## config.mk

```make
export PLATFORM = sky130hd
export DESIGN_NAME = fp16g_to_fp32_pipe_flat
export DESIGN_NICKNAME = d
export VERILOG_FILES = /design/src/rtl/fp16g_to_fp32_pipe_if.sv /design/src/rtl/fp16g_to_fp32_pipe.sv /design/src/flat_wrapper.sv
export SDC_FILE = /design/constraint.sdc
export NUM_CORES = 1
export LEC_CHECK = 0
export BUFFER_PORTS_ARGS = -buffer_cell sky130_fd_sc_hd__buf_2
export CORE_MARGIN = 2
export CORE_UTILIZATION = 59
export CTS_BUF_LIST = sky130_fd_sc_hd__clkbuf_16
export DETAILED_ROUTE_END_ITERATION = 10
export PLACE_DENSITY = 0.84
export SLEW_MARGIN = 40
export SYNTH_ARGS = -nofsm -noshare
export SYNTH_HDL_FRONTEND = slang
export SYNTH_SLANG_ARGS = --single-unit
```

## constraint.sdc

```tcl
create_clock -name clk -period 3.1 [get_ports clk]
set_clock_uncertainty 0.15 [all_clocks]
set_input_delay 0.62 -clock clk [delete_from_list [all_inputs] [get_ports clk]]
set_output_delay 0.62 -clock clk [all_outputs]
set_load 0.005 [all_outputs]
```

## src/rtl/fp16g_to_fp32_pipe_if.sv

```systemverilog
// Stream bundle for the FP16-Green -> FP32 converter: FP16-Green operand in, FP32 result plus class flags out.
// slave is the converter's view; master is the producer/consumer side that drives it.
interface fp16g_to_fp32_pipe_if;
    logic        in_valid;
    logic        in_ready;
    logic [15:0] in_data;
    logic        out_valid;
    logic        out_ready;
    logic [31:0] out_data;
    logic        out_is_zero;
    logic        out_is_inf;
    logic        out_is_nan;
    logic        out_was_sub;

    modport slave (
        input  in_valid, in_data, out_ready,
        output in_ready, out_valid, out_data,
        output out_is_zero, out_is_inf, out_is_nan, out_was_sub
    );

    modport master (
        output in_valid, in_data, out_ready,
        input  in_ready, out_valid, out_data,
        input  out_is_zero, out_is_inf, out_is_nan, out_was_sub
    );
endinterface

```

## src/rtl/fp16g_to_fp32_pipe.sv

```systemverilog
// Two-stage lossless FP16-Green (s1/e6/m9, bias 31) -> FP32 widening converter with valid/ready flow control.
// Define FP16G2FP32_DAZ_EN to flush subnormal inputs to signed zero (no leading-one detector or shifter).
module fp16g_to_fp32_pipe (
    input  logic                clk,
    input  logic                rst_n,
    fp16g_to_fp32_pipe_if.slave bus
);
    localparam int         STAGES       = 2;
    localparam logic [5:0] EXP16_MAX    = 6'h3F;
    localparam logic [7:0] NORM_EXP_ADJ = 8'd96;   // 127 - 31
    localparam logic [7:0] EXP32_MAX    = 8'hFF;
    localparam logic [22:0] QNAN_BIT    = 23'h400000;
`ifndef FP16G2FP32_DAZ_EN
    // man * 2^-39 normalized: leading one at bit p gives 2^(p-39), biased p + 88
    localparam logic [7:0] SUB_EXP_ADJ  = 8'd88;
`endif

    typedef enum logic [2:0] {
        CLS_ZERO,
        CLS_SUB,
        CLS_NORM,
        CLS_INF,
        CLS_NAN
    } cls_e;

    typedef struct packed {
        logic       sign;
        cls_e       cls;
        logic [5:0] exp;
        logic [8:0] man;
`ifndef FP16G2FP32_DAZ_EN
        logic [3:0] lz_pos;
`endif
    } s1_t;

    typedef struct packed {
        logic [31:0] data;
        logic        is_zero;
        logic        is_inf;
        logic        is_nan;
        logic        was_sub;
    } s2_t;

    logic [STAGES:1] vld_pipe;
    logic            s1_adv;
    logic            s2_adv;
    s1_t             s1_d;
    s1_t             s1_q;
    s2_t             s2_d;
    s2_t             s2_q;

    // Stage 2 advances whenever its slot is empty or being drained; stage 1 follows.
    assign s2_adv      = !vld_pipe[2] || bus.out_ready;
    assign s1_adv      = !vld_pipe[1] || s2_adv;
    assign bus.in_ready = s1_adv;

    always_comb begin
        s1_d      = '0;
        s1_d.sign = bus.in_data[15];
        s1_d.exp  = bus.in_data[14:9];
        s1_d.man  = bus.in_data[8:0];
        if (s1_d.exp == 6'd0)
            s1_d.cls = (s1_d.man == 9'd0) ? CLS_ZERO : CLS_SUB;
        else if (s1_d.exp == EXP16_MAX)
            s1_d.cls = (s1_d.man == 9'd0) ? CLS_INF : CLS_NAN;
        else
            s1_d.cls = CLS_NORM;
`ifndef FP16G2FP32_DAZ_EN
        // Ascending scan: the highest set bit is the last one written
        for (int i = 0; i < 9; i++)
            if (s1_d.man[i]) s1_d.lz_pos = 4'(i);
`endif
    end

`ifndef FP16G2FP32_DAZ_EN
    logic [4:0]  sub_sh;
    logic [22:0] sub_man;
    // Shifting the leading one to bit 23 drops it off the 23-bit field, leaving the fraction below it
    assign sub_sh  = 5'd23 - {1'b0, s1_q.lz_pos};
    assign sub_man = {14'b0, s1_q.man} << sub_sh;
`endif

    always_comb begin
        s2_d = '0;
        case (s1_q.cls)
            CLS_ZERO: begin
                s2_d.data    = {s1_q.sign, 31'b0};
                s2_d.is_zero = 1'b1;
            end
            CLS_SUB: begin
`ifdef FP16G2FP32_DAZ_EN
                s2_d.data    = {s1_q.sign, 31'b0};
                s2_d.is_zero = 1'b1;
`else
                s2_d.data    = {s1_q.sign, {4'b0, s1_q.lz_pos} + SUB_EXP_ADJ, sub_man};
`endif
                s2_d.was_sub = 1'b1;
            end
            CLS_NORM: begin
                s2_d.data = {s1_q.sign, {2'b0, s1_q.exp} + NORM_EXP_ADJ, s1_q.man, 14'b0};
            end
            CLS_INF: begin
                s2_d.data   = {s1_q.sign, EXP32_MAX, 23'b0};
                s2_d.is_inf = 1'b1;
            end
            CLS_NAN: begin
                s2_d.data   = {s1_q.sign, EXP32_MAX, {s1_q.man, 14'b0} | QNAN_BIT};
                s2_d.is_nan = 1'b1;
            end
            default: s2_d = '0;
        endcase
    end

    always_ff @(posedge clk or negedge rst_n) begin
        if (!rst_n) begin
            vld_pipe <= '0;
            s1_q     <= '0;
            s2_q     <= '0;
        end else begin
            if (s1_adv) vld_pipe[1] <= bus.in_valid;
            if (s2_adv) vld_pipe[2] <= vld_pipe[1];
            if (s1_adv && bus.in_valid) s1_q <= s1_d;
            if (s2_adv && vld_pipe[1])  s2_q <= s2_d;
        end
    end

    assign bus.out_valid   = vld_pipe[2];
    assign bus.out_data    = s2_q.data;
    assign bus.out_is_zero = s2_q.is_zero;
    assign bus.out_is_inf  = s2_q.is_inf;
    assign bus.out_is_nan  = s2_q.is_nan;
    assign bus.out_was_sub = s2_q.was_sub;
endmodule

```

## src/flat_wrapper.sv

```systemverilog
// flat-port wrapper written by rule: the top's interface ports become plain ports
module fp16g_to_fp32_pipe_flat 
  (clk, rst_n, bus_in_valid, bus_in_data, bus_out_ready, bus_in_ready, bus_out_valid, bus_out_data, bus_out_is_zero, bus_out_is_inf, bus_out_is_nan, bus_out_was_sub);
  fp16g_to_fp32_pipe_if bus_i ();
  input  logic clk;
  input  logic rst_n;
  input wire logic [$bits(bus_i.in_valid)-1:0] bus_in_valid;
  input wire logic [$bits(bus_i.in_data)-1:0] bus_in_data;
  input wire logic [$bits(bus_i.out_ready)-1:0] bus_out_ready;
  output wire logic [$bits(bus_i.in_ready)-1:0] bus_in_ready;
  output wire logic [$bits(bus_i.out_valid)-1:0] bus_out_valid;
  output wire logic [$bits(bus_i.out_data)-1:0] bus_out_data;
  output wire logic [$bits(bus_i.out_is_zero)-1:0] bus_out_is_zero;
  output wire logic [$bits(bus_i.out_is_inf)-1:0] bus_out_is_inf;
  output wire logic [$bits(bus_i.out_is_nan)-1:0] bus_out_is_nan;
  output wire logic [$bits(bus_i.out_was_sub)-1:0] bus_out_was_sub;
  assign bus_i.in_valid = bus_in_valid;
  assign bus_i.in_data = bus_in_data;
  assign bus_i.out_ready = bus_out_ready;
  assign bus_in_ready = bus_i.in_ready;
  assign bus_out_valid = bus_i.out_valid;
  assign bus_out_data = bus_i.out_data;
  assign bus_out_is_zero = bus_i.out_is_zero;
  assign bus_out_is_inf = bus_i.out_is_inf;
  assign bus_out_is_nan = bus_i.out_is_nan;
  assign bus_out_was_sub = bus_i.out_was_sub;
  fp16g_to_fp32_pipe u_core (.clk(clk), .rst_n(rst_n), .bus(bus_i));
endmodule
```

# --- Word level (Yosys, flattened, before mapping) ---
# Index checks and enable logic that the tools add are counted.
op_classes:
  add_sub_neg: 3
  n_eq_ne: 5
  shift: 1
  mux: 17
  n_reduce_logical: 9
ops:
  columns: ["operator", "count"]
  rows:
  - ["32-bit one-hot mux with 5 select lines", 1]
  - ["9-bit by 5-bit left shift with 23-bit output", 1]
  - ["3-bit 2-to-1 mux", 7]
  - ["9-bit logical NOT", 1]
  - ["4-bit by 7-bit adder with 8-bit output, second input constant", 1]
  - ["6-bit by 7-bit adder with 8-bit output, second input constant", 1]
  - ["3-bit by 2-bit == test with 1-bit output, second input constant", 2]
  - ["6-bit == test, second input constant", 1]
  - ["6-bit logical NOT", 1]
  - ["1-bit 2-to-1 mux", 6]
  - ["5-bit by 4-bit subtractor with 5-bit output, first input constant", 1]
  - ["2-bit 2-to-1 mux", 2]
  - ["4-bit 2-to-1 mux", 1]
  - ["3-bit by 1-bit == test with 1-bit output, second input constant", 1]
  - ["3-bit == test, second input constant", 1]
  - ["3-bit logical NOT", 1]
  - ["1-bit logical AND", 2]
  - ["1-bit logical NOT", 2]
  - ["1-bit logical OR", 2]
word_totals:
  regBits: 61
  input_bits: 20
  out_inout_bits: 38
  word_cells: 47

# --- Depth between registers and ports, before layout ---
# Gate-level depths: netlist of the first run.
depth:
  depth_word: 8
  mapped_depth: 6

# --- Least setup slack after synthesis of the first run ---
# No wires, ideal clock.
synth_path:
  path_type: "input-to-reg"
  from: "input port bus_out_ready"
  to: "register u_core.s2_q (netlist bit u_core.bus.out_data[18])"
  setup_ns: 0.139
  t_arrival_ns: 1.438
  required_time_ns: 2.811
  path_slack_ns: 1.373
  cell_stages: 6
  n_path_buf: 1
  path_cell_list: "nand2b_1 -> and2_1 -> buf_2 -> and3_1 -> a21oi_1 -> o221ai_1"
synth_via:
  elab_chain_len: 2
synth_rtl:
  columns: ["item", "line_no", "rtl"]
  rows:
  - ["start: declaration", "flat_wrapper.sv:9", "input wire logic [$bits(bus_i.out_ready)-1:0] bus_out_ready;"]
  - ["1-bit logical OR", "fp16g_to_fp32_pipe.sv:53", "assign s2_adv = !vld_pipe[2] || bus.out_ready;"]
  - ["1-bit logical AND", "fp16g_to_fp32_pipe.sv:123", "if (s2_adv && vld_pipe[1]) s2_q <= s2_d;"]
  - ["end signal: assignment", "fp16g_to_fp32_pipe.sv:118", "s2_q <= '0;"]
  - ["end signal: assignment", "fp16g_to_fp32_pipe.sv:123", null]
  - ["end: declaration", "fp16g_to_fp32_pipe.sv:50", "s2_t s2_q;"]
# No other way between the ends.
# A chain may end at the register's enable or synchronous reset.

# --- Worst setup path after layout of the first run ---
layout_path:
  from: "register u_core.s1_q[2] (netlist bit)"
  to: "register u_core.s2_q (netlist bit u_core.bus.out_data[18])"
layout_via:
  elab_chain_len: 3
layout_rtl:
  columns: ["item", "line_no", "rtl"]
  rows:
  - ["start: declaration", "fp16g_to_fp32_pipe.sv:48", "s1_t s1_q;"]
  - ["start signal: assignment", "fp16g_to_fp32_pipe.sv:117", "s1_q <= '0;"]
  - ["start signal: assignment", "fp16g_to_fp32_pipe.sv:122", "if (s1_adv && bus.in_valid) s1_q <= s1_d;"]
  - ["5-bit by 4-bit subtractor with 5-bit output", "fp16g_to_fp32_pipe.sv:79", "assign sub_sh = 5'd23 - {1'b0, s1_q.lz_pos};"]
  - ["9-bit by 5-bit left shift with 23-bit output", "fp16g_to_fp32_pipe.sv:80", "assign sub_man = {14'b0, s1_q.man} << sub_sh;"]
  - ["32-bit one-hot mux with 5 select lines", "fp16g_to_fp32_pipe.sv:85", "case (s1_q.cls)"]
# No other way between the ends.

==> impl_metrics.toml, run 1 <==
[sta]
tightestPinTransition_ns = 0.7739
setup-tns-final_ns = 0
relSlewSlack_pct = 48.28
rsz0062_at_grt = "no"
finalCritPeriodShare_pct = 68.27
setup_viol = 0
final_hold_viol_count = 0
period_minus_slack_ns = 2.116
drv_slew = 0
max_freq_mhz = 472.5

[clock_tree]
htree_levels = 3
cts_buffers = 9
cts.repair.resized = 0
root_buffer = "clkbuf_16"
cts.clk_slew.worst_paths_ns = 0.05
postCtsSetupRepairBufs = 0
clock_path_buffers = 2
clk_latency_ns = 0.33
tritoncts = "done"
cts_hold_buffers = 0
clkSinkCount = 60

[route]
wl_per_cell_um = 15.68
drt-total-wl_um = 6932
via_per_inst = 5.778
vias = 2554
route.detailed.drc = 0
dr.pass1.iters = 5
ant_nets = 0
drt-initial-drc-count = 195

[die]
num_rows = 26
coreArea_um2 = 5042
dieWidth_um = 75.91
die-area_um2 = 5762
ios = 58
initial_core_util_pct = 60.50
die_h_um = 75.91

[power]
fin_total_pwr_w = 0.002475
max-vdd-ir-drop_mv = 0.5050
power_frac_seq_pct = 39.7
leakagePower_nw = 1.757
comb_power_share_pct = 17.8
switchingPower_w = 0.0006903
swShare_pct = 27.90
p_per_area_nw_per_um2 = 673.4
p_int_w = 0.001784
clkPwrFrac_pct = 42.5

[synth]
yosysTopAreaCellShare_pct = 49.22
yosysTopAreaCell = "dfrtp_1"
synth_cell_type_count = 43
synth_edf_count = 0
synth_cells = 314
syn_nets = 334
ys_seq_area_share_pct = 49.22
yosys_warnings = 0
yosys-top-cells-area = "dfrtp_1 (49%), mux2_2 (6.6%), nand2_1 (5.9%)"
async_flop_share_pct = 100.0
netlist_area_um2 = 3050
syn_area_per_cell_um2 = 9.715
ys.flop_type = "dfrtp_1"
ys_ff_latch = 60

[place]
gp_congestion = 0.8253
hpwl_um = 4705
port_buffers = 57
placed_cells = 425
dpl_cell_area_um2 = 3347

[worst_setup_path]
worstPathRequired_ns = 3.14
worstPathMaxFanout = 20
cp.arrival_ns = 2.15
slowest_stage = "dfrtp_1"
critPathKind = "reg2reg"
crit_chain = "mux2_2 > nor2_1 > a21oi_1 > a22oi_1 > o221ai_1"
endpoint_kind = "register"
crit_path_start_kind = "register"
cp_slowest_stage_delay_ns = 0.82
reg2reg_depth = 5

[job]
maxCapViolations = 0

[finish]
area_growth_pct = 20.47
stdcell_area_um2 = 3675
fin_nets = 387
final_cells = 442
antennaDiodeCount = 0
layout-drive-gt1-share_pct = 27.96
final_util_pct = 72.88

[global_route]
first_global_vias = 2467
grt-ovfl-total = 0
grt_max_degree = 44
antenna_found_initial = 0
gr-usage-all-layers_pct = 25.66
grt_pass1_wl_um = 11760

[hold_path]
hold_path_class = "in2async"

[status]
status = "completed"
-- sequential cells by signal (all words and copies together), names as in the netlist --
| register | count |
|---|---|
| u_core.bus.out_was_sub | 1 |
| u_core.s1_q | 22 |
| u_core.bus.out_is_zero | 1 |
| u_core.bus.out_is_inf | 1 |
| u_core.bus.out_data | 32 |
| u_core.bus.out_is_nan | 1 |
| u_core.vld_pipe | 2 |
-- cells in the final DEF (no fill, tap or decap), types with 2 or more instances in the layout --
| cell | instances |
|---|---|
| dfrtp_1 | 60 |
| buf_2 | 56 |
| nand2_1 | 48 |
| a21oi_1 | 26 |
| o21ai_0 | 23 |
| mux2_2 | 18 |
| nor2_1 | 16 |
| and2_1 | 10 |
| mux2i_1 | 10 |
| and3_1 | 9 |
| clkbuf_16 | 9 |
| o21ai_1 | 7 |
| inv_1 | 7 |
| nor3_1 | 7 |
| nand2b_1 | 6 |
| buf_4 | 6 |
| nand3_1 | 5 |
| o221ai_1 | 5 |
| o31ai_1 | 4 |
| nand3b_1 | 3 |
| a21o_1 | 3 |
| mux2_4 | 3 |
| nor3b_2 | 2 |
| nor2b_1 | 2 |
| nor3b_1 | 2 |
| bufinv_16 | 2 |
| clkinvlp_4 | 2 |
| clkinv_1 | 2 |
-- cell usage after synthesis (4+ instances only) --
library cell,n
nor3_1,7
mux2_2,18
buf_2,12
mux2i_1,10
nand3_1,5
o31ai_1,4
and2_1,10
and3_1,9
o21ai_1,7
dfrtp_1,60
o221ai_1,5
nor2_1,16
nand2_1,48
a21oi_1,26
o21ai_0,23
inv_1,7
clkbuf_1,5
nand2b_1,6
-- through the flow --
step                hold WS (ns)  setup slack (ns)
floorplan                 0.1744             1.373
finish                    0.1310            0.9836
global route              0.1700            0.8784
global placement          0.3091            0.9013
detailed placement        0.3076            0.8343
CTS                       0.1466            0.9963
-- final timing paths --
kind / start / to / slack, ns
worst min-delay path: rst_n / u_core.s1_q[9] / 0.13
max in group asynchronous: rst_n / u_core.vld_pipe[2] / 2.11
worst max register to register: u_core.s1_q[2] / u_core.bus.out_data[18] / 0.98
worst max-delay path: u_core.s1_q[2] / u_core.bus.out_data[18] / 0.98
worst min register to register: u_core.bus.out_is_nan / u_core.bus.out_is_nan / 0.32
min in group clk: u_core.bus.out_is_nan / u_core.bus.out_is_nan / 0.32
-- cell type report --
type	instances	area, um2
Inverter	7	26.28
Sequential cell	60	1501
Tap cell	70	87.58
Multi-Input combinational cell	226	1406
Clock buffer	9	225.2
Timing Repair Buffer	63	336.6
Clock inverter	7	91.34
Fill cell	372	1368
-- cell families (layout without fill, tap and decap cells) --
kind of cell           after synthesis  count (layout)  synth area share [%]
and+or+nand+nor                    116             116                 19.11
AOI/OAI and AO/OA                   79              79                 15.59
DFF                                 60              60                 49.22
muxes                               31              31                 11.40
buffers and inverters               28              86                 4.676
-- critical path, delay by kind of cell, from the launching register on --
kind            cells  cell delay (ns)
flops               1             0.82
compound gates      3             0.49
mux                 1             0.42
simple gates        1             0.09
-- power by group through the flow --
stage	clock network, W	logic (W)	registers, W
6_report	0.00105	0.000441	0.000983
5_1_grt	0.00109	0.000492	0.000995
4_1_cts	0.00105	0.000431	0.000986
3_5_place_dp	0	0.000424	0.000999
3_3_place_gp	0	0.000412	0.000996
2_1_floorplan	0	0.000314	0.000950
-- layer usage --
metal / global-route usage (%) / wire length [um]
met5: 0 / 0
met4: 9.273 / 92
met3: 5.833 / 430
met2: 41.34 / 3350
met1: 34.37 / 3059
(Power assumes the default switching activity.)
==> inputs of run 2 (changes only) <==
ABC_AREA = 1   (was not set)
CORE_UTILIZATION = 55   (was 59)
PLACE_DENSITY = 0.8   (was 0.84)
clock period = 2 ns   (was 3.1 ns; I/O delays follow)
==> impl_metrics.toml, run 2 <==
[sta]
period_minus_slack_ns = 1.617
setup-tns-final_ns = 0
max_freq_mhz = 618.3
finalCritPeriodShare_pct = 80.87
fin_hold_ws_ns = 0.1398
relSlewSlack_pct = 74.56
drv_slew = 0
final_hold_viol_count = 0
rsz0062_at_grt = "no"
setup_viol = 0
tightestPinTransition_ns = 0.3807

[route]
vias = 2766
dr.pass1.iters = 6
ant_nets = 0
drt-total-wl_um = 7454
via_per_inst = 5.239
route.detailed.drc = 0
drt-initial-drc-count = 352
wl_per_cell_um = 14.12

[job]
maxCapViolations = 0

[global_route]
first_global_vias = 2719
grt-ovfl-total = 0
gr-usage-all-layers_pct = 27.26
antenna_found_initial = 0
grt_pass1_wl_um = 12730
grt_max_degree = 61

[clock_tree]
clock_path_buffers = 2
tritoncts = "done"
postCtsSetupRepairBufs = 0
root_buffer = "clkbuf_16"
cts_buffers = 9
cts.clk_slew.worst_paths_ns = 0.05
clk_latency_ns = 0.33
htree_levels = 3
clkSinkCount = 60

[synth]
yosys-top-cells-area = "dfrtp_1 (51%), nand2_1 (19%), nand3_1 (7.0%)"
synth_cells = 388
yosys_warnings = 0
synth_common_cells = "nand2_1 (147), dfrtp_1 (60), nand3_1 (41)"
netlist_area_um2 = 2939
async_flop_share_pct = 100.0
synth-adder-area-share_pct = 0
synthXorXnorAreaFrac_pct = 0
ys.flop_type = "dfrtp_1"
syn_area_per_cell_um2 = 7.575
synth_compound_area_share_pct = 10.05
synth_mux_area_share_pct = 0
ys_seq_area_share_pct = 51.09
yosys.area_share.simple_pct = 32.01
yosysTopAreaCellShare_pct = 51.09
synth_top_family_by_area = "simple AND/OR/NAND/NOR gates"
yosysTopAreaCell = "dfrtp_1"
synth_cell_type_count = 26
syn_nets = 408
synth_most_common_cell = "nand2_1"
ys_ff_latch = 60
synth_edf_count = 0

[worst_setup_path]
crit_path_start_kind = "register"
critPathKind = "reg2reg"
worstPathMaxFanout = 6
worstPathRequired_ns = 2.05
path_buf_inv = 1
cp.arrival_ns = 1.67
endpoint_kind = "register"
slowest_stage = "dfrtp_1"
cp_slowest_stage_delay_ns = 0.43
path_delay_family = "flip-flops"
crit_chain = "nand3_1 > inv_1 > nand2_1 > o21ai_0 > o21ai_0 > nand2_1"

[die]
dieWidth_um = 77.10
die_h_um = 77.10
initial_core_util_pct = 57.18
die-area_um2 = 5944
num_rows = 26
coreArea_um2 = 5140
ios = 58

[place]
dpl_cell_area_um2 = 3329
gp_congestion = 0.9437
hpwl_um = 5250
placed_cells = 511
port_buffers = 57

[finish]
fin_nets = 473
area_growth_pct = 24.10
stdcell_area_um2 = 3647
final_cells = 528
final_cell_mix = "nand2_1 (147), dfrtp_1 (60), buf_2 (57), nand3_1 (41), o21ai_0 (36)"
layout-drive-gt1-share_pct = 20.74
largest_reg_flops = 32
antennaDiodeCount = 0
final_common_cell = "nand2_1"

[power]
swShare_pct = 29.74
p_int_w = 0.002760
power_frac_seq_pct = 38.7
max-vdd-ir-drop_mv = 0.6818
clkPwrFrac_pct = 40.5
switchingPower_w = 0.001168
leakagePower_nw = 2.004
p_per_area_nw_per_um2 = 1077
comb_power_share_pct = 20.8

[hold_path]
hold_path_class = "in2reg"

[status]
status = "completed"
[run 2: worst paths after layout]
| kind | startpoint | to | slack, ns | cells after the start |
|---|---|---|---|---|
| worst max-delay path | u_core.s1_q[20] | u_core.bus.out_data[23] | 0.38 | 6 |
| worst min-delay path | bus_in_data[15] | u_core.s1_q[22] | 0.14 | 3 |
| worst max register to register | u_core.s1_q[20] | u_core.bus.out_data[23] | 0.38 | 6 |
| worst min register to register | u_core.bus.out_data[22] | u_core.bus.out_data[22] | 0.32 | 2 |
| max in group asynchronous | rst_n | u_core.bus.out_data[16] | 0.95 | 3 |
| min in group asynchronous | rst_n | u_core.bus.out_data[15] | 0.47 | 3 |
[run 2: power groups by stage]
stage	combinational [W]	sequential, W	clock (W)
after floorplan	0.000482	0.00152	0
after global placement	0.000799	0.00153	0
after detailed placement	0.000806	0.00153	0
after CTS	0.000820	0.00152	0.00161
after global routing	0.000927	0.00154	0.00167
final	0.000817	0.00152	0.00159
[run 2: tightest hold or removal path, cell delays in order]
cell,delay (ns)
buf_2,0.08
nand2_1,0.04
nand2_1,0.06
[run 2: cell families after synthesis]
kind of cell           after synthesis
AOI/OAI and AO/OA                   53
and+or+nand+nor                    225
buffers and inverters               50
DFF                                 60
[run 2: layout make-up]
| type | count | area, um2 |
|---|---|---|
| sequential | 60 | 1501 |
| inverter | 38 | 146.4 |
| timing repair buffer | 66 | 367.9 |
| clock inverter | 7 | 82.58 |
| multi-input combinational | 278 | 1236 |
| clock buffer | 9 | 225.2 |
| fill | 452 | 1493 |
| tap | 70 | 87.58 |
[run 2: routing by layer]
metal	vias up	track usage (%)	wire length, um
li1	1374	-	-
met1	1262	35.82	3334
met2	112	45.00	3486
met3	18	5.765	456
met4	0	9.464	177
met5	-	0	0
[run 2: stage by stage]
stage / total power [W] / util (%) / worst slack, ns
floorplan: 0.002001 / - / 0.5952
global placement: 0.002328 / 64.78 / 0.3530
detailed placement: 0.002337 / 64.78 / 0.2936
CTS: 0.003943 / 70.96 / 0.4134
global route: 0.004139 / 70.96 / 0.2373
finish: 0.003928 / 70.96 / 0.3826
[run 2: repair_timing]
item,4_1_cts,5_1_grt
hold buffers,1,0
gates resized for setup,0,0
endpoints found under the hold margin,60,0
==> inputs of run 3 (changes only) <==
ABC_AREA = 0   (was 1)
PLACE_DENSITY = 0.79   (was 0.8)
clock period = 1.5 ns   (was 2 ns; I/O delays follow)
==> impl_metrics.toml, run 3 (synthesis gave the netlist of run 1 again) <==
[worst_setup_path]
critPathKind = "reg2reg"
worstPathRequired_ns = 1.62
cp_slowest_stage_delay_ns = 0.46
crit_chain = "buf_4 > nor3b_4 > buf_4 > o21ai_0 > nand2_1"
cp.arrival_ns = 1.74
crit_path_start_kind = "register"
worstPathMaxFanout = 11
endpoint_kind = "register"
slowest_stage = "dfrtp_2"
reg2reg_depth = 5
cp_common_cell = "buf_4"

[route]
via_per_inst = 5.984
vias = 3004
drt-total-wl_um = 9551
wl_per_cell_um = 19.03
ant_nets = 0
route.detailed.drc = 0
dr.pass1.iters = 5
drt-initial-drc-count = 319

[clock_tree]
cts_buffers = 9
clock_path_buffers = 2
clkSinkCount = 60
clk_latency_ns = 0.33
tritoncts = "done"
htree_levels = 3
cts.clk_slew.worst_paths_ns = 0.05
root_buffer = "clkbuf_16"

[sta]
drv_slew = 0
max_freq_mhz = 618.0
fin_ws_ns = -0.1180
relSlewSlack_pct = 76.68
setup_viol = 39
rsz0062_at_grt = "yes"
setup-tns-final_ns = -1.582
finalCritPeriodShare_pct = 107.9
tightestPinTransition_ns = 0.3472
period_minus_slack_ns = 1.618
final_hold_viol_count = 0

[die]
ios = 58
die-area_um2 = 6158
num_rows = 27
coreArea_um2 = 5439
die_h_um = 78.48
initial_core_util_pct = 56.08
dieWidth_um = 78.48

[power]
p_per_area_nw_per_um2 = 1189
max-vdd-ir-drop_mv = 1.137
switchingPower_w = 0.001693
power_frac_seq_pct = 37.2
leakagePower_nw = 2.187
p_int_w = 0.003711
fin_total_pwr_w = 0.005404
comb_power_share_pct = 29.5
clkPwrFrac_pct = 33.4
swShare_pct = 31.33

[hold_path]
hold_path_class = "in2reg"
holdPathStages = 2

[finish]
antennaDiodeCount = 0
largest_reg_flops = 32
fill_cells = 273
final_cell_mix = "buf_2 (57), dfrtp_1 (54), buf_4 (49), nand2_1 (40), mux2_4 (20)"
final_common_cell = "buf_2"
stdcell_area_um2 = 4544
fin_nets = 446
layout-drive-gt1-share_pct = 50.47
area_growth_pct = 48.97

[job]
maxCapViolations = 0

[place]
hpwl_um = 5255
port_buffers = 57
gp_congestion = 0.9148
dpl_cell_area_um2 = 3687

[global_route]
grt_pass1_wl_um = 12230
antenna_found_initial = 0
first_global_vias = 2613
gr-usage-all-layers_pct = 25.64
grt-ovfl-total = 0
grt_max_degree = 61

[status]
status = "finished with violations"
violations = "negative setup slack"
[run 3: cell count changes in the layout (fill, tap and decap cells not counted), moves of 11 or more]
cell     delta
buf_4      +42
mux2_4     +20
nand3_1    -37
inv_1      -25
o21ai_0    -19
nor2_1     -11
nand2_1   -107
[run 3: repair_timing]
action	in CTS	in global routing
hold buffers	1	0
endpoints found under the hold margin	60	0
cloned	0	4
pin swaps	4	15
buffers inserted	6	7
endpoints found under the setup margin	26	46
resized for setup	23	86
[run 3: final timing paths]
check	endpoint	start	slack (ns)
hold / removal	u_core.vld_pipe[1]	bus_in_valid	0.06
setup reg to reg	u_core.bus.out_data[29]	u_core.s1_q[21]	-0.12
max in group asynchronous	u_core.bus.out_data[19]	rst_n	0.56
hold reg to reg	u_core.bus.out_was_sub	u_core.bus.out_was_sub	0.32
min in group asynchronous	u_core.s1_q[8]	rst_n	0.35
setup / recovery	u_core.bus.out_data[29]	u_core.s1_q[21]	-0.12
[run 3: power groups by stage]
| stage | logic (W) | registers (W) | clock network (W) |
|---|---|---|---|
| global route | 0.00171 | 0.00203 | 0.00189 |
| CTS | 0.00119 | 0.00197 | 0.00180 |
| floorplan | 0.000649 | 0.00196 | 0 |
| finish | 0.00159 | 0.00201 | 0.00180 |
| global placement | 0.00108 | 0.00199 | 0 |
| detailed placement | 0.00111 | 0.00200 | 0 |
[run 3: final cells by class]
cell class	count	area, um2	area share (%)
Clock buffer	9	225.2	4.956
Clock inverter	6	32.53	0.7159
Inverter	7	26.28	0.5782
Multi-Input combinational cell	226	1758	38.68
Sequential cell	60	1509	33.20
Tap cell	72	90.09	1.982
Timing Repair Buffer	122	903.4	19.88
[run 3: stage by stage]
step                util (%)  hold slack [ns]  std cells  setup WS, ns
floorplan                  -          -0.1456        314      0.009760
global placement       67.79           0.1760        469       -0.1100
detailed placement     67.79           0.1804        469       -0.1688
CTS                    74.88          0.02393        491      -0.02373
global route           83.55          0.06414        502       -0.2071
finish                 83.55          0.06143        502       -0.1180
[run 3: critical path, delay by kind of cell, from the launching register on]
kind	cells	cell delay (ns)
and+or+nand+nor	2	0.45
buffers and inverters	2	0.41
AOI/OAI and AO/OA	1	0.08
DFF	1	0.46
[run 3: per-layer routing]
metal  track usage [%]  up-vias  part of all wire (%)
li1                  -     1332                     -
met1             33.74     1459                    41
met4             12.81        0                   4.0
met5                 0        -                     0
met2             40.78      172                    49
met3             4.828       41                   6.4
